--- src/rtl/mempool_tcdm_channel_mux.sv ---
`default_nettype none
// ============================================================================
// Module      : mempool_tcdm_channel_mux
// Description : Concentrates a tile's core requests onto address-selected
//               remote channels and routes tagged responses back to cores.
// Revision    : 1.0
// ============================================================================
module mempool_tcdm_channel_mux #(
    parameter int NUM_IN          = 4,
    parameter int NUM_CHANNELS    = 2,
    parameter int ADDR_WIDTH      = 32,
    parameter int DATA_WIDTH      = 32,
    parameter int CHAN_SEL_OFFSET = 2,
    parameter int MAX_OUTSTANDING = 4,
    localparam int BE_WIDTH       = DATA_WIDTH / 8,
    localparam int INI_WIDTH      = (NUM_IN > 1) ? $clog2(NUM_IN) : 1
) (
    input  logic                               clk_i,
    input  logic                               rst_i,
    input  logic [NUM_IN-1:0]                  in_req_valid_i,
    output logic [NUM_IN-1:0]                  in_req_ready_o,
    input  logic [NUM_IN*ADDR_WIDTH-1:0]       in_req_addr_i,
    input  logic [NUM_IN-1:0]                  in_req_wen_i,
    input  logic [NUM_IN*DATA_WIDTH-1:0]       in_req_wdata_i,
    input  logic [NUM_IN*BE_WIDTH-1:0]         in_req_be_i,
    output logic [NUM_IN-1:0]                  in_resp_valid_o,
    input  logic [NUM_IN-1:0]                  in_resp_ready_i,
    output logic [NUM_IN*DATA_WIDTH-1:0]       in_resp_rdata_o,
    output logic [NUM_CHANNELS-1:0]            out_req_valid_o,
    input  logic [NUM_CHANNELS-1:0]            out_req_ready_i,
    output logic [NUM_CHANNELS*ADDR_WIDTH-1:0] out_req_addr_o,
    output logic [NUM_CHANNELS-1:0]            out_req_wen_o,
    output logic [NUM_CHANNELS*DATA_WIDTH-1:0] out_req_wdata_o,
    output logic [NUM_CHANNELS*BE_WIDTH-1:0]   out_req_be_o,
    output logic [NUM_CHANNELS*INI_WIDTH-1:0]  out_req_ini_o,
    input  logic [NUM_CHANNELS-1:0]            out_resp_valid_i,
    output logic [NUM_CHANNELS-1:0]            out_resp_ready_o,
    input  logic [NUM_CHANNELS*INI_WIDTH-1:0]  out_resp_ini_i,
    input  logic [NUM_CHANNELS*DATA_WIDTH-1:0] out_resp_rdata_i
);

    localparam int c_SEL_BITS  = (NUM_CHANNELS > 1) ? $clog2(NUM_CHANNELS) : 1;
    localparam int c_CNT_WIDTH = $clog2(MAX_OUTSTANDING + 1);
    localparam logic [c_CNT_WIDTH-1:0] c_MAX_CNT = c_CNT_WIDTH'(MAX_OUTSTANDING);

    // Cyclic index (base + ofs) mod n, valid for base, ofs < n.
    function automatic int wrap_add(input int base, input int ofs, input int n);
        int s;
        s = base + ofs;
        if (s >= n) s = s - n;
        return s;
    endfunction

    logic [ADDR_WIDTH-1:0]  w_in_addr  [NUM_IN];
    logic [DATA_WIDTH-1:0]  w_in_wdata [NUM_IN];
    logic [BE_WIDTH-1:0]    w_in_be    [NUM_IN];
    logic [c_SEL_BITS-1:0]  w_in_chan  [NUM_IN];
    logic [NUM_IN-1:0]      w_in_avail;
    logic [c_CNT_WIDTH-1:0] r_cnt      [NUM_IN];
    logic [NUM_IN-1:0]      w_req_hs;
    logic [NUM_IN-1:0]      w_resp_hs;

    logic [NUM_CHANNELS-1:0] w_load;
    logic [INI_WIDTH-1:0]    w_gnt_idx [NUM_CHANNELS];

    logic [NUM_IN-1:0]      w_sel_valid;
    logic [c_SEL_BITS-1:0]  w_sel_idx [NUM_IN];

    // ------------------------------------------------------------------
    // Per-core request unpacking and credit check
    // ------------------------------------------------------------------
    for (genvar i = 0; i < NUM_IN; i++) begin : g_in
        assign w_in_addr[i]  = in_req_addr_i[i*ADDR_WIDTH +: ADDR_WIDTH];
        assign w_in_wdata[i] = in_req_wdata_i[i*DATA_WIDTH +: DATA_WIDTH];
        assign w_in_be[i]    = in_req_be_i[i*BE_WIDTH +: BE_WIDTH];
        if (NUM_CHANNELS > 1) begin : g_sel
            assign w_in_chan[i] = w_in_addr[i][CHAN_SEL_OFFSET +: c_SEL_BITS];
        end else begin : g_nosel
            assign w_in_chan[i] = '0;
        end
        assign w_in_avail[i] = in_req_valid_i[i] && (r_cnt[i] < c_MAX_CNT);
    end

    // ------------------------------------------------------------------
    // Per-channel round-robin arbiter and one-entry output register
    // ------------------------------------------------------------------
    for (genvar c = 0; c < NUM_CHANNELS; c++) begin : g_chan
        logic [NUM_IN-1:0]     w_elig;
        logic                  w_gnt_valid;
        logic [INI_WIDTH-1:0]  w_gnt;
        logic                  r_valid;
        logic                  r_wen;
        logic [ADDR_WIDTH-1:0] r_addr;
        logic [DATA_WIDTH-1:0] r_wdata;
        logic [BE_WIDTH-1:0]   r_be;
        logic [INI_WIDTH-1:0]  r_ini;
        logic [INI_WIDTH-1:0]  r_rr_ptr;

        // Scan from lowest to highest priority so the last hit wins.
        always_comb begin
            w_elig      = '0;
            w_gnt_valid = 1'b0;
            w_gnt       = '0;
            for (int i = 0; i < NUM_IN; i++) begin
                w_elig[i] = w_in_avail[i] && (w_in_chan[i] == c_SEL_BITS'(c));
            end
            for (int k = NUM_IN - 1; k >= 0; k--) begin
                if (w_elig[wrap_add(int'(r_rr_ptr), k, NUM_IN)]) begin
                    w_gnt_valid = 1'b1;
                    w_gnt       = INI_WIDTH'(wrap_add(int'(r_rr_ptr), k, NUM_IN));
                end
            end
        end

        assign w_load[c]    = w_gnt_valid && (!r_valid || out_req_ready_i[c]);
        assign w_gnt_idx[c] = w_gnt;

        always_ff @(posedge clk_i) begin
            if (rst_i) begin
                r_valid  <= 1'b0;
                r_wen    <= 1'b0;
                r_addr   <= '0;
                r_wdata  <= '0;
                r_be     <= '0;
                r_ini    <= '0;
                r_rr_ptr <= '0;
            end else if (w_load[c]) begin
                r_valid  <= 1'b1;
                r_wen    <= in_req_wen_i[w_gnt];
                r_addr   <= w_in_addr[w_gnt];
                r_wdata  <= w_in_wdata[w_gnt];
                r_be     <= w_in_be[w_gnt];
                r_ini    <= w_gnt;
                r_rr_ptr <= INI_WIDTH'(wrap_add(int'(w_gnt), 1, NUM_IN));
            end else if (out_req_ready_i[c]) begin
                r_valid  <= 1'b0;
            end
        end

        assign out_req_valid_o[c]                           = r_valid;
        assign out_req_wen_o[c]                             = r_wen;
        assign out_req_addr_o[c*ADDR_WIDTH +: ADDR_WIDTH]   = r_addr;
        assign out_req_wdata_o[c*DATA_WIDTH +: DATA_WIDTH]  = r_wdata;
        assign out_req_be_o[c*BE_WIDTH +: BE_WIDTH]         = r_be;
        assign out_req_ini_o[c*INI_WIDTH +: INI_WIDTH]      = r_ini;
    end

    always_comb begin
        in_req_ready_o = '0;
        for (int c = 0; c < NUM_CHANNELS; c++) begin
            if (w_load[c]) in_req_ready_o[w_gnt_idx[c]] = 1'b1;
        end
    end

    // ------------------------------------------------------------------
    // Per-core response selection and outstanding-request credits
    // ------------------------------------------------------------------
    for (genvar i = 0; i < NUM_IN; i++) begin : g_resp
        logic [NUM_CHANNELS-1:0] w_tgt;
        logic                    w_found;
        logic [c_SEL_BITS-1:0]   w_pick;
        logic [c_SEL_BITS-1:0]   r_resp_ptr;
        logic [DATA_WIDTH-1:0]   w_rdata;

        always_comb begin
            w_tgt   = '0;
            w_found = 1'b0;
            w_pick  = '0;
            w_rdata = '0;
            for (int c = 0; c < NUM_CHANNELS; c++) begin
                w_tgt[c] = out_resp_valid_i[c] &&
                           (out_resp_ini_i[c*INI_WIDTH +: INI_WIDTH] == INI_WIDTH'(i));
            end
            for (int k = NUM_CHANNELS - 1; k >= 0; k--) begin
                if (w_tgt[wrap_add(int'(r_resp_ptr), k, NUM_CHANNELS)]) begin
                    w_found = 1'b1;
                    w_pick  = c_SEL_BITS'(wrap_add(int'(r_resp_ptr), k, NUM_CHANNELS));
                end
            end
            if (w_found) w_rdata = out_resp_rdata_i[int'(w_pick)*DATA_WIDTH +: DATA_WIDTH];
        end

        assign w_sel_valid[i] = w_found && !rst_i;
        assign w_sel_idx[i]   = w_pick;
        assign in_resp_valid_o[i]                          = w_sel_valid[i];
        assign in_resp_rdata_o[i*DATA_WIDTH +: DATA_WIDTH] = w_rdata;

        assign w_req_hs[i]  = in_req_valid_i[i] && in_req_ready_o[i];
        assign w_resp_hs[i] = in_resp_valid_o[i] && in_resp_ready_i[i];

        always_ff @(posedge clk_i) begin
            if (rst_i) begin
                r_resp_ptr <= '0;
                r_cnt[i]   <= '0;
            end else begin
                if (w_resp_hs[i]) begin
                    r_resp_ptr <= c_SEL_BITS'(wrap_add(int'(w_pick), 1, NUM_CHANNELS));
                end
                if (w_req_hs[i] && !w_resp_hs[i] && (r_cnt[i] != c_MAX_CNT)) begin
                    r_cnt[i] <= r_cnt[i] + c_CNT_WIDTH'(1);
                end else if (!w_req_hs[i] && w_resp_hs[i] && (r_cnt[i] != '0)) begin
                    r_cnt[i] <= r_cnt[i] - c_CNT_WIDTH'(1);
                end
            end
        end

        // A response for a core with nothing outstanding is unsolicited.
        a_no_unsolicited_resp: assert property (@(posedge clk_i) disable iff (rst_i)
            !(w_resp_hs[i] && (r_cnt[i] == '0)));
    end

    always_comb begin
        out_resp_ready_o = '0;
        for (int i = 0; i < NUM_IN; i++) begin
            if (w_sel_valid[i] && in_resp_ready_i[i]) out_resp_ready_o[w_sel_idx[i]] = 1'b1;
        end
    end

endmodule
`default_nettype wire

--- config.mk ---
export PLATFORM = sky130hd
export DESIGN_NAME = mempool_tcdm_channel_mux
export DESIGN_NICKNAME = d
export VERILOG_FILES = /design/src/rtl/mempool_tcdm_channel_mux.sv
export SDC_FILE = /design/constraint.sdc
export NUM_CORES = 1
export LEC_CHECK = 0
export BUFFER_PORTS_ARGS = -buffer_cell sky130_fd_sc_hd__buf_2
export CORE_AREA = 2 2 249 251
export DETAILED_ROUTE_END_ITERATION = 8
export DIE_AREA = 0 0 251 253
export PLACE_DENSITY = 0.38
export SYNTH_ARGS = -nofsm -noshare
export SYNTH_HDL_FRONTEND = slang
export SYNTH_SLANG_ARGS = --single-unit
--- constraint.sdc ---
create_clock -name clk_i -period 4.85 [get_ports clk_i]
set_input_delay 0.7275 -clock clk_i [delete_from_list [all_inputs] [get_ports clk_i]]
set_output_delay 0.7275 -clock clk_i [all_outputs]
set_load 0.005 [all_outputs]
==> flow_metrics.env <==
export IMPL_tritoncts_num_sinks=164
export IMPL_ant_nets=0
export IMPL_syn_inst=1439
export IMPL_yosysWarnings=0
export IMPL_antenna_found_initial=28
export IMPL_startpoint="r_cnt[0][2]"
export IMPL_holdPathStages=2
export IMPL_hp_class="reg2reg"
export IMPL_synthArstFlopShare=0
export IMPL_drtIter0Drc=817
export IMPL_vias=13762
export IMPL_synth_edf_count=12
export IMPL_critical_path_class="reg2out"
export IMPL_end_kind="output port"
export IMPL_leakagePower_uw=0.00756
export IMPL_portBuffers=639
export IMPL_grt_pass1_wl_um=93900
export IMPL_reg2reg_from="r_cnt[1][2]"
export IMPL_die_h_um=253
export IMPL_final_cell_mix="639 x buf_2, 397 x nand2_1, 286 x mux2i_1, 152 x dfxtp_1, 141 x a21oi_1"
export IMPL_cts_root_buf="clkbuf_16"
export IMPL_finalHoldViolations=0
export IMPL_fin_skew_ps=26.6
export IMPL_max_slew_margin_rel=0.247
export IMPL_io_pins=640
export IMPL_multi_input_area_um2=7720
export IMPL_ys_flop_type="dfxtp_1"
export IMPL_drc=0
export IMPL_grtUsageMet2=0.339
export IMPL_fmax_ghz=0.272
export IMPL_start_kind="register"
export IMPL_cap_violations=0
export IMPL_setup_tns_final_ps=0
export IMPL_firstDrtPassIters=6
export IMPL_arrival_ps=2960
export IMPL_clock_path_buffers=2
export IMPL_grt_util_met1=0.231
export IMPL_clk_latency_ps=500
export IMPL_ys_seq_elements=164
export IMPL_path_max_fanout=103
export IMPL_wl_per_cell_um=23.3
export IMPL_setup_viol=0
export IMPL_vias_per_cell=4.88
export IMPL_tightestPinTransition_ps=1130
export IMPL_rows=91
export IMPL_hpwl_um=48400
export IMPL_clk_pin_slew_worst_paths_ps=80
export IMPL_nFillCells=6739
export IMPL_start_util=0.191
export IMPL_fin_util=0.267
export IMPL_grt_max_degree=104
export IMPL_drv_slew=0
export IMPL_synth_avg_cell_area_um2=8.12
export IMPL_die_x_um=251
export IMPL_final_common_cell="buf_2"
export IMPL_postCtsResizedCells=0
export IMPL_rsz0062_at_grt="false"
export IMPL_dieArea_um2=63500
export IMPL_vdd_ir_drop_worst_mv=0.293
export IMPL_met3_usage=0.0638
export IMPL_h_tree_depth=4
export IMPL_grt_busiest_layer="met2"
export IMPL_final_min_clock_period_ps=3680
export IMPL_grt_pass1_vias=13624
export IMPL_post_cts_buffers=0
export IMPL_worst_r2r_path_depth=12
export IMPL_syn_nets=1815
export IMPL_timing_hold_ws_ps=465
export IMPL_layout_area_seq_um2=3400
export IMPL_wl_um=65600
export IMPL_drive_gt1_frac=0.373
export IMPL_core_um2=61000
export IMPL_hold_buffers=0
export IMPL_gp_congestion=0.892
export IMPL_yosysSeqAreaShare=0.291
export IMPL_power_density_nw_per_um2=294
export IMPL_synth_cell_type_count=59
export IMPL_fin_nets=2376
export IMPL_syn_area_um2=11700
export IMPL_hp_start="g_chan[1].r_wdata[4]"
export IMPL_crit_required_ps=4120
export IMPL_syn_to_final_growth_pct=39.5
export IMPL_grt_remaining_overflow=0
export IMPL_min_period_over_period=0.759
export IMPL_grt_usage=0.199
export IMPL_cts_tree="yes"
export IMPL_status="finished, final reports clean"
export IMPL_numCtsBuffers=17
cell type report:
type	instances	area share
sequential	164	0.209
multi-input combinational	1133	0.474
antenna	15	0.00230
tap	790	0.0607
timing repair buffer	666	0.211
inverter	18	0.00430
clock inverter	15	0.0128
clock buffer	17	0.0261
cells by family (layout without fill, tap and decap cells):
| kind of cell | count (synthesis) | after routing | synth area share |
|---|---|---|---|
| and+or+nand+nor | 505 | 505 | 0.181 |
| AOI/OAI and AO/OA | 322 | 322 | 0.205 |
| muxes | 288 | 288 | 0.247 |
| DFF | 164 | 164 | 0.291 |
| buffers and inverters | 142 | 716 | 0.0555 |
| adders and majority gates | 18 | 18 | 0.0199 |
| other | 0 | 15 | 0 |
worst max-delay path: stages (launching register included):
cell and delay, ps:
edfxtp_1 500, or3b_2 530, o21ai_0 350, a21oi_4 120, buf_12 220, ha_1 290, a22o_4 260, buf_2 150
registers in the layout, summed over array words and instances, names as in the netlist:
register and flops:
r_cnt 12, g_chan.r_valid 2, g_chan.r_wdata 64, g_chan.r_addr 64, g_resp.r_resp_ptr 4, g_chan.r_rr_ptr 4
g_chan.r_ini 4, g_chan.r_be 8, g_chan.r_wen 2
Yosys cell counts (4+ instances only):
cell type	count	share of area
nor2_1	33	0.011
mux2i_1	286	0.25
and3b_1	6	0.0045
edfxtp_1	12	0.031
o221ai_1	117	0.088
nand3_1	14	0.0060
inv_1	17	0.0055
nor3_1	7	0.0030
buf_2	41	0.018
ha_1	17	0.018
o21ai_1	4	0.0017
nand3b_1	7	0.0045
o21ai_0	8	0.0034
clkbuf_1	71	0.023
nand2_1	401	0.13
nand4_1	7	0.0037
dfxtp_1	152	0.26
o221ai_2	20	0.026
buf_6	5	0.0048
nor3b_1	4	0.0026
a211oi_1	4	0.0026
buf_4	7	0.0045
a21oi_1	142	0.061
metrics by stage:
stage          setup WS [ps]  power (µW)  cells  cell area [µm²]
2_1_floorplan           1080        2490   1439            11700
3_3_place_gp            1010        3240   2771            15600
3_5_place_dp            1030        3250   2771            15600
4_1_cts                 1040        4870   2803            16300
5_1_grt                  986        5030   2812            16300
6_report                1170        4780   2818            16300
path summary, 6_finish.rpt:
check / end / slack [ps]
worst max-delay path: in_req_ready_o[3] / 1170
worst min-delay path: g_chan[1].r_wdata[4] / 470
worst max register to register: r_cnt[2][2] / 1370
worst min register to register: g_chan[1].r_wdata[4] / 470
routing by layer:
metal  share of wire  vias up
li1                -     6386
met1            0.40     6658
met2            0.49      596
met3           0.081      102
met4           0.029       20
met5          0.0022        -
where the power goes:
| part | total (µW) | internal (µW) | switching [µW] |
|---|---|---|---|
| Sequential | 1660 | 1550 | 113 |
| Clock | 1570 | 796 | 771 |
| Combinational | 1560 | 652 | 903 |
| Total | 4780 | 2990 | 1790 |
(Power assumes the default switching activity.)
